File: config.mk
export PLATFORM = sky130hd
export DESIGN_NAME = div_arbiter
export DESIGN_NICKNAME = d
export VERILOG_FILES = /design/src/rtl/div_arbiter.sv
export SDC_FILE = /design/constraint.sdc
export NUM_CORES = 1
export LEC_CHECK = 0
export ABC_AREA = 1
export CAP_MARGIN = 20
export CORE_AREA = 2 2 181 183
export CTS_BUF_LIST = sky130_fd_sc_hd__clkbuf_8
export DETAILED_ROUTE_END_ITERATION = 10
export DIE_AREA = 0 0 183 185
export GPL_ROUTABILITY_DRIVEN = 0
export SLEW_MARGIN = 20
export SYNTH_ARGS = -nofsm -noshare
export SYNTH_HDL_FRONTEND = slang
export SYNTH_SLANG_ARGS = --single-unit
export TNS_END_PERCENT = 50
File: constraint.sdc
create_clock -name clk -period 9.89 [get_ports clk]
set_clock_uncertainty 0.2 [all_clocks]
set_input_delay 0.989 -clock clk [delete_from_list [all_inputs] [get_ports clk]]
set_output_delay 0.989 -clock clk [all_outputs]
set_load 0.02 [all_outputs]
File: src/rtl/div_arbiter.sv
// Round-robin arbiter that shares one multi-cycle divider core
// among N_REQ requesters; divide-by-zero is answered locally.
module div_arbiter #(
  parameter int WIDTH   = 32,
  parameter int N_REQ   = 4,
  parameter int TIMEOUT = 64
) (
  input  logic                   clk,
  input  logic                   rst,
  input  logic [N_REQ-1:0]       req_valid,
  output logic [N_REQ-1:0]       req_ready,
  input  logic [N_REQ*WIDTH-1:0] req_dividend,
  input  logic [N_REQ*WIDTH-1:0] req_divisor,
  output logic [N_REQ-1:0]       rsp_valid,
  input  logic [N_REQ-1:0]       rsp_ready,
  output logic [WIDTH-1:0]       rsp_quotient,
  output logic [WIDTH-1:0]       rsp_remainder,
  output logic                   rsp_dbz,
  output logic                   rsp_err,
  output logic                   div_start,
  output logic [WIDTH-1:0]       div_dividend,
  output logic [WIDTH-1:0]       div_divisor,
  input  logic                   div_done,
  input  logic [WIDTH-1:0]       div_quotient,
  input  logic [WIDTH-1:0]       div_remainder
);

  localparam int IW = $clog2(N_REQ);
  localparam int CW = $clog2(TIMEOUT + 1);

  typedef enum logic [1:0] {
    IDLE,
    ISSUE,
    WAIT,
    RESP
  } state_t;

  state_t            state_q, state_d;
  logic [IW-1:0]     rr_q, rr_d;
  logic [IW-1:0]     g_q, g_d;
  logic [WIDTH-1:0]  opa_q, opa_d;
  logic [WIDTH-1:0]  opb_q, opb_d;
  logic [WIDTH-1:0]  quo_q, quo_d;
  logic [WIDTH-1:0]  rem_q, rem_d;
  logic              dbz_q, dbz_d;
  logic              err_q, err_d;
  logic [CW-1:0]     cnt_q, cnt_d;

  logic [2*N_REQ-1:0] dbl;
  logic [IW-1:0]      off;
  logic [IW:0]        sum;
  logic [IW-1:0]      grant;
  logic               grant_vld;
  logic [WIDTH-1:0]   sel_a;
  logic [WIDTH-1:0]   sel_b;

  // Rotate requests so bit 0 is rr_q, then take the first set bit.
  always_comb begin
    dbl       = {req_valid, req_valid} >> rr_q;
    off       = '0;
    grant_vld = 1'b0;
    for (int k = 0; k < N_REQ; k++) begin
      if (!grant_vld && dbl[k]) begin
        grant_vld = 1'b1;
        off       = IW'(k);
      end
    end
    sum = {1'b0, rr_q} + {1'b0, off};
    if (sum >= (IW+1)'(N_REQ)) begin
      grant = IW'(sum - (IW+1)'(N_REQ));
    end else begin
      grant = IW'(sum);
    end
    sel_a = req_dividend[grant*WIDTH +: WIDTH];
    sel_b = req_divisor[grant*WIDTH +: WIDTH];
  end

  always_comb begin
    req_ready = '0;
    if (state_q == IDLE && grant_vld && !rst) begin
      req_ready[grant] = 1'b1;
    end
  end

  always_comb begin
    rsp_valid = '0;
    if (state_q == RESP) begin
      rsp_valid[g_q] = 1'b1;
    end
  end

  always_comb begin
    state_d = state_q;
    rr_d    = rr_q;
    g_d     = g_q;
    opa_d   = opa_q;
    opb_d   = opb_q;
    quo_d   = quo_q;
    rem_d   = rem_q;
    dbz_d   = dbz_q;
    err_d   = err_q;
    cnt_d   = cnt_q;
    unique case (state_q)
      IDLE: begin
        if (grant_vld) begin
          g_d   = grant;
          opa_d = sel_a;
          opb_d = sel_b;
          if (sel_b == '0) begin
            quo_d   = '1;
            rem_d   = sel_a;
            dbz_d   = 1'b1;
            state_d = RESP;
          end else begin
            state_d = ISSUE;
          end
        end
      end
      ISSUE: begin
        cnt_d   = '0;
        state_d = WAIT;
      end
      WAIT: begin
        cnt_d = cnt_q + CW'(1);
        if (div_done) begin
          quo_d   = div_quotient;
          rem_d   = div_remainder;
          state_d = RESP;
        end else if (cnt_d == CW'(TIMEOUT - 1)) begin
          quo_d   = '0;
          rem_d   = '0;
          err_d   = 1'b1;
          state_d = RESP;
        end
      end
      RESP: begin
        if (rsp_ready[g_q]) begin
          if (g_q == IW'(N_REQ - 1)) begin
            rr_d = '0;
          end else begin
            rr_d = g_q + IW'(1);
          end
          dbz_d   = 1'b0;
          err_d   = 1'b0;
          state_d = IDLE;
        end
      end
      default: state_d = IDLE;
    endcase
  end

  always_ff @(posedge clk) begin
    if (rst) begin
      state_q <= IDLE;
      rr_q    <= '0;
      g_q     <= '0;
      opa_q   <= '0;
      opb_q   <= '0;
      quo_q   <= '0;
      rem_q   <= '0;
      dbz_q   <= 1'b0;
      err_q   <= 1'b0;
      cnt_q   <= '0;
    end else begin
      state_q <= state_d;
      rr_q    <= rr_d;
      g_q     <= g_d;
      opa_q   <= opa_d;
      opb_q   <= opb_d;
      quo_q   <= quo_d;
      rem_q   <= rem_d;
      dbz_q   <= dbz_d;
      err_q   <= err_d;
      cnt_q   <= cnt_d;
    end
  end

  assign div_start     = (state_q == ISSUE);
  assign div_dividend  = opa_q;
  assign div_divisor   = opb_q;
  assign rsp_quotient  = quo_q;
  assign rsp_remainder = rem_q;
  assign rsp_dbz       = dbz_q;
  assign rsp_err       = err_q;

endmodule

======== Word-level counts from Yosys, hierarchy flattened ========
Index checks and enable logic that the tools add are counted.
word-level totals
  register bits ........................... 143
  output and inout bits ................... 139
  word-level logic and storage cells ...... 96
operators by class
  $add $sub $neg .......................... 4
  magnitude comparators ................... 5
  equality and inequality tests ........... 11
  shift operators ......................... 3
  mux-type cells .......................... 40
  reduce and logical (&&, ||, !) cells .... 23
operators with widths
  cell                                                                      count
  128-bit by 8-bit variable part select with 32-bit output                  2
  32-bit two-way mux                                                        7
  32-bit one-hot mux with 2 select lines                                    2
  32-bit zero test                                                          1
  2-bit two-way mux                                                         9
  7-bit one-hot mux with 2 select lines                                     1
  1-bit two-way mux                                                         13
  4-bit AND reduction                                                       3
  4-bit two-way mux                                                         2
  2-bit one-hot mux with 4 select lines                                     1
  2-bit nonzero test                                                        4
  8-bit by 2-bit right shift with 4-bit output                              1
  7-bit by 1-bit adder with 7-bit output (second input constant)            1
  7-bit by 6-bit == test with 1-bit output (second input constant)          1
  1-bit logical AND                                                         7
  2-bit == test (second input constant)                                     3
  2-bit by 3-bit < comparator with 1-bit output (second input constant)     2
  2-bit inequality test (second input constant)                             3
  1-bit demux with 2-bit select                                             2
  2-bit by 1-bit >= comparator with 1-bit output (second input constant)    2
  1-bit zero test                                                           4
  2-bit by 1-bit inequality test with 1-bit output (second input constant)  2
  1-bit one-hot mux with 2 select lines                                     2
  2-bit AND reduction                                                       2
  other kinds (9)                                                           9

======== Logic depth before layout (Yosys ltp) ========
  depth in word-level cells ............... 19
  gate-level depth with buffers ........... 27
  depth with buffers taken out ............ 24

======== Least setup slack after synthesis ========
No wires, ideal clock.
  kind .................................... input to output
  from .................................... in req_valid[1]
  to ...................................... out req_ready[1]
  arrival time ............................ 2.855 ns
  required time ........................... 8.701 ns
  slack ................................... 5.846 ns
  stages .................................. 11
  cell sequence ........................... nand2_1 nand3_1 nand2_1 nand3_1 a21boi_0 ha_1 clkbuf_1 clkinv_1 clkbuf_1 buf_1 nor3_1
between the ends
  cells in the longest elaborated chain, start to end .. 19
ends and longest elaborated chain
  element                                                                                                                                line    source
  start: declaration                                                                                                                     10      input logic [N_REQ-1:0] req_valid,
  8-bit by 2-bit right shift with 4-bit output *                                                                                         59      dbl = {req_valid, req_valid} >> rr_q;
  1-bit two-way mux                                                                                                                      63      if (!grant_vld && dbl[k]) begin
  1-bit zero test                                                                                                                        63
  1-bit logical AND                                                                                                                      63
  1-bit two-way mux                                                                                                                      63
  1-bit zero test                                                                                                                        63
  1-bit logical AND                                                                                                                      63
  1-bit two-way mux                                                                                                                      63
  [4 not listed]                                                                                                                         n/a
  3-bit >= comparator or 2-bit by 1-bit subtractor with 2-bit output (tied branches)                                                     69, 70
  2-bit two-way mux *                                                                                                                    69      if (sum >= (IW+1)'(N_REQ)) begin
  via grant[0]                                                                                                                           52      logic [IW-1:0] grant;
  2-bit by 3-bit < comparator with 1-bit output (implied by the code) or 2-bit by 1-bit >= comparator with 1-bit output (tied branches)  81      req_ready[grant] = 1'b1;
  1-bit logical AND (implied by the code)                                                                                                81
  1-bit two-way mux (implied by the code)                                                                                                81
  1-bit demux with 2-bit select *                                                                                                        81
  4-bit two-way mux *                                                                                                                    80      if (state_q == IDLE && grant_vld && !rst) begin
  end: declaration                                                                                                                       11      output logic [N_REQ-1:0] req_ready,
Mark *: on every way through the listed nets, which the timed path passes. The rest lies on a longest branch.

======== Final worst setup path ========
  from .................................... in req_valid[2]
  to ...................................... out req_ready[3]
between the ends
  cells in the longest elaborated chain, start to end .. 19
ends and longest elaborated chain
  element                                                                                                                                line    source
  8-bit by 2-bit right shift with 4-bit output *                                                                                         59
  1-bit two-way mux                                                                                                                      63
  1-bit zero test                                                                                                                        63
  1-bit logical AND                                                                                                                      63
  1-bit two-way mux                                                                                                                      63
  1-bit zero test                                                                                                                        63
  1-bit logical AND                                                                                                                      63
  1-bit two-way mux                                                                                                                      63
  [3 not listed]                                                                                                                         n/a
  2-bit by 2-bit adder with 3-bit output                                                                                                 68      sum = {1'b0, rr_q} + {1'b0, off};
  3-bit >= comparator or 2-bit by 1-bit subtractor with 2-bit output (tied branches)                                                     69, 70
  2-bit two-way mux                                                                                                                      69
  2-bit by 3-bit < comparator with 1-bit output (implied by the code) or 2-bit by 1-bit >= comparator with 1-bit output (tied branches)  81
  1-bit logical AND (implied by the code)                                                                                                81
  1-bit two-way mux (implied by the code)                                                                                                81
  1-bit demux with 2-bit select                                                                                                          81
  4-bit two-way mux *                                                                                                                    80
Every way passes the cells marked *; elsewhere a longest branch is shown, timed or not.

==> results by group <==
Die
  • DIE HEIGHT: 185 um
  • Die area: 33900 um^2
  • Die width: 183 um
  • Core area: 32000 um^2
  • Initial core utilization: 27.0%
  • Std-Cell Rows: 66
  • I/O pin cnt: 470

Clock network
  • CTS clk-pin slew, worst paths: 0.10 ns
  • H-tree depth: 4
  • Post-CTS setup buffers: 0
  • Num CTS Buffers: 17
  • CTS root buf: clkbuf_8
  • Sink Count: 143
  • Clk buf depth: 2
  • CTS Hold Bufs: 0
  • Latest clock arrival within the worst-skew pair: 0.44 ns
  • Post-CTS Resized: 0
  • CTS tree: done

STA
  • Fmax: 178 MHz
  • Clock period minus worst slack: 5.63 ns
  • Setup violations, final: 0
  • Slew Viols, Final: 0
  • Tcrit/Tclk final: 56.9%
  • Setup TNS Final: 0 ns
  • Final Hold Viols: 0
  • Fin worst setup slack: 4.26 ns
  • RSZ-0062 raised after global routing: no
  • Hold Slack: 0.289 ns
  • Worst-Margin Slew: 0.954 ns
  • Slew HR: 36.4%

Logic synthesis
  • Netlist cell types: 30
  • Synthesized cell area: 8660 um^2
  • YS warnings: 0
  • EDFF count, synth: 0
  • Fraction of synthesized area in multiplexers: 0%
  • Register area share after synthesis: 33.1%
  • Post-synth ARST share: 0%
  • Synth Area in Compound Gates: 15.6%
  • Xor and xnor area share after synthesis: 0.607%
  • Predominant post-synthesis flop cell: dfxtp_1
  • Gate Count Post-Synth: 1440
  • Largest family of logic cells by synthesized area: simple AND/OR/NAND/NOR gates
  • Adder-cell share of the synthesized area: 1.73%
  • Synth Area in Simple Gates: 39.1%
  • Flops & latches, synth: 143
  • Syn_nets: 1783
  • Avg Synthesized Cell Area: 6.01 um^2

Pwr
  • Power Dens Cells: 254 nW/um^2
  • P_int: 1.78 mW
  • Sw power: 1.75 mW
  • Switching Fraction: 49.6%
  • Comb power frac: 61.9%
  • Sequential power share: 25.1%
  • Design Power: 3.53 mW
  • Clk pwr share: 13.0%
  • P_leak: 6.24 nW
  • Peak VDD IR: 0.131 mV

Worst setup path
  • Crit end category: primary output
  • Crit Path Class: input pin to primary output
  • Crit path cell chain: clkdlybuf4s50_1 -> nand2_1 -> nand3_1 -> nand3_1 -> a21boi_0 -> ha_2 -> xor2_1 -> nand2_2 -> nand2_4 -> inv_2 -> nor3_1 -> clkdlybuf4s50_1
  • WP data arrival: 4.44 ns
  • Top Family by Delay on Critical Path: simple AND/OR/NAND/NOR gates
  • CP startpoint kind: input pin
  • Buf/Inv on CP: 3
  • Critical path fanouts, max: 37
  • Slowest-stage cell, CP: clkdlybuf4s50_1
  • Slowest stage delay, CP: 0.64 ns
  • Req. time, crit path: 8.70 ns

Cells and area
  • Final core occ: 43.4%
  • Filler cells: 3387
  • Nets@finish: 2179
  • Cell area after layout: 13900 um^2
  • P&R area growth vs syn: 60.8%
  • Most common cell after layout, fill and taps aside: nand2_1
  • Most frequent cells in the layout: nand2_1 (469), clkdlybuf4s50_1 (468), nor2_1 (223)
  • Final Non-Filler Cells: 2262
  • Share of layout cells above drive strength 1: 3.79%

Status
  • Outcome: finished, final reports clean

Placed design
  • Post-DP Area: 13500 um^2
  • Post-Place Worst Slack: 3.70 ns
  • Detailed placement HPWL: 29800 um
  • Placed cells: 2224
  • I/O Buffers: 469

GRT
  • Total grt overflow: 0
  • Largest net degree at the start of global routing: 129
  • Vias in the first global route: 9822
  • First-pass GRT wire length: 57900 um
  • GRT Total Usage: 22.4%
  • Initial antenna violation count: 4

Detailed routing
  • Routed vias/inst: 4.76
  • Drt wl/cell: 17.6 um
  • # DRC: 0
  • Vias: 10800
  • Total Wirelength: 39800 um
  • 1st-iter DRT viols: 701
  • TritonRoute pass-1 iters: 5
  • ANT nets after route: 0

Job
  • Max_cap viols: 0

Worst hold path
  • HP Class: flop to flop
==> power by group through the flow <==
| stage | combinational [mW] | clock (mW) | sequential [mW] |
|---|---|---|---|
| floorplan | 1.01 | 0 | 1.11 |
| global placement | 2.17 | 0 | 0.891 |
| detailed placement | 2.19 | 0 | 0.898 |
| CTS | 2.20 | 0.481 | 0.887 |
| global route | 2.40 | 0.505 | 0.911 |
| finish | 2.19 | 0.460 | 0.886 |
==> kinds of logic after synthesis <==
logic type	count (synthesis)
and+or+nand+nor	843
AOI/OAI and AO/OA	239
buffers and inverters	197
DFF	143
adders and majority gates	12
xor gates and xnor gates	6
==> cells in the mapped netlist (all sizes together) (2+ instances only) <==
cell type	count	area, um^2
nand2	472	1780
nor2	229	860
dfxtp	143	2860
nand3	112	566
a21oi	108	541
inv	88	330
o21ai	70	350
clkbuf	69	259
a22oi	56	420
buf	38	258
nand4	20	125
ha	12	150
nor3	7	35.0
xor2	5	43.8
clkinv	2	7.51
or2	2	12.5
==> worst reg2reg max path, delay by kind of cell (launching register included) <==
family,cells,cell delay (ns)
and+or+nand+nor,18,2.76
DFF,1,0.46
buffers and inverters,3,0.90
AOI/OAI and AO/OA,1,0.17
adders and majority gates,1,0.20
xor gates and xnor gates,1,0.25
==> flip-flops by register name, summed over array words and instances (netlist names) <==
| name | flops |
|---|---|
| div_divisor | 32 |
| div_dividend | 32 |
| g_q | 2 |
| rr_q | 2 |
| rsp_err | 1 |
| rsp_dbz | 1 |
| rsp_remainder | 32 |
| cnt_q | 7 |
| rsp_quotient | 32 |
| state_q | 2 |
==> area by class of cell <==
class / count / area (um^2) / area share, %
antenna: 5 / 12.5 / 0.0899
timing repair buffer: 484 / 4840 / 34.8
sequential: 143 / 2860 / 20.6
multi-input combinational: 1100 / 4970 / 35.7
inverter: 90 / 339 / 2.44
clock buffer: 17 / 234 / 1.68
clock inverter: 15 / 148 / 1.06
tap: 408 / 510 / 3.67
==> final timing paths <==
check                           to            start  slack [ns]  cells after the start
setup / recovery      req_ready[3]     req_valid[2]        4.26                     12
hold / removal     rsp_quotient[6]  rsp_quotient[6]        0.29                      2
setup reg to reg  rsp_remainder[7]          rr_q[0]        4.86                     24
hold reg to reg    rsp_quotient[6]  rsp_quotient[6]        0.29                      2
==> per-layer routing <==
metal	part of all wire (%)	GRT usage [%]	up-vias
li1	-	-	5428
met1	43	29.0	4906
met2	48	37.6	405
met3	7.3	5.01	31
met4	1.8	5.95	0
met5	0	0	-
No activity file was read; power rests on OpenSTA's default activity.
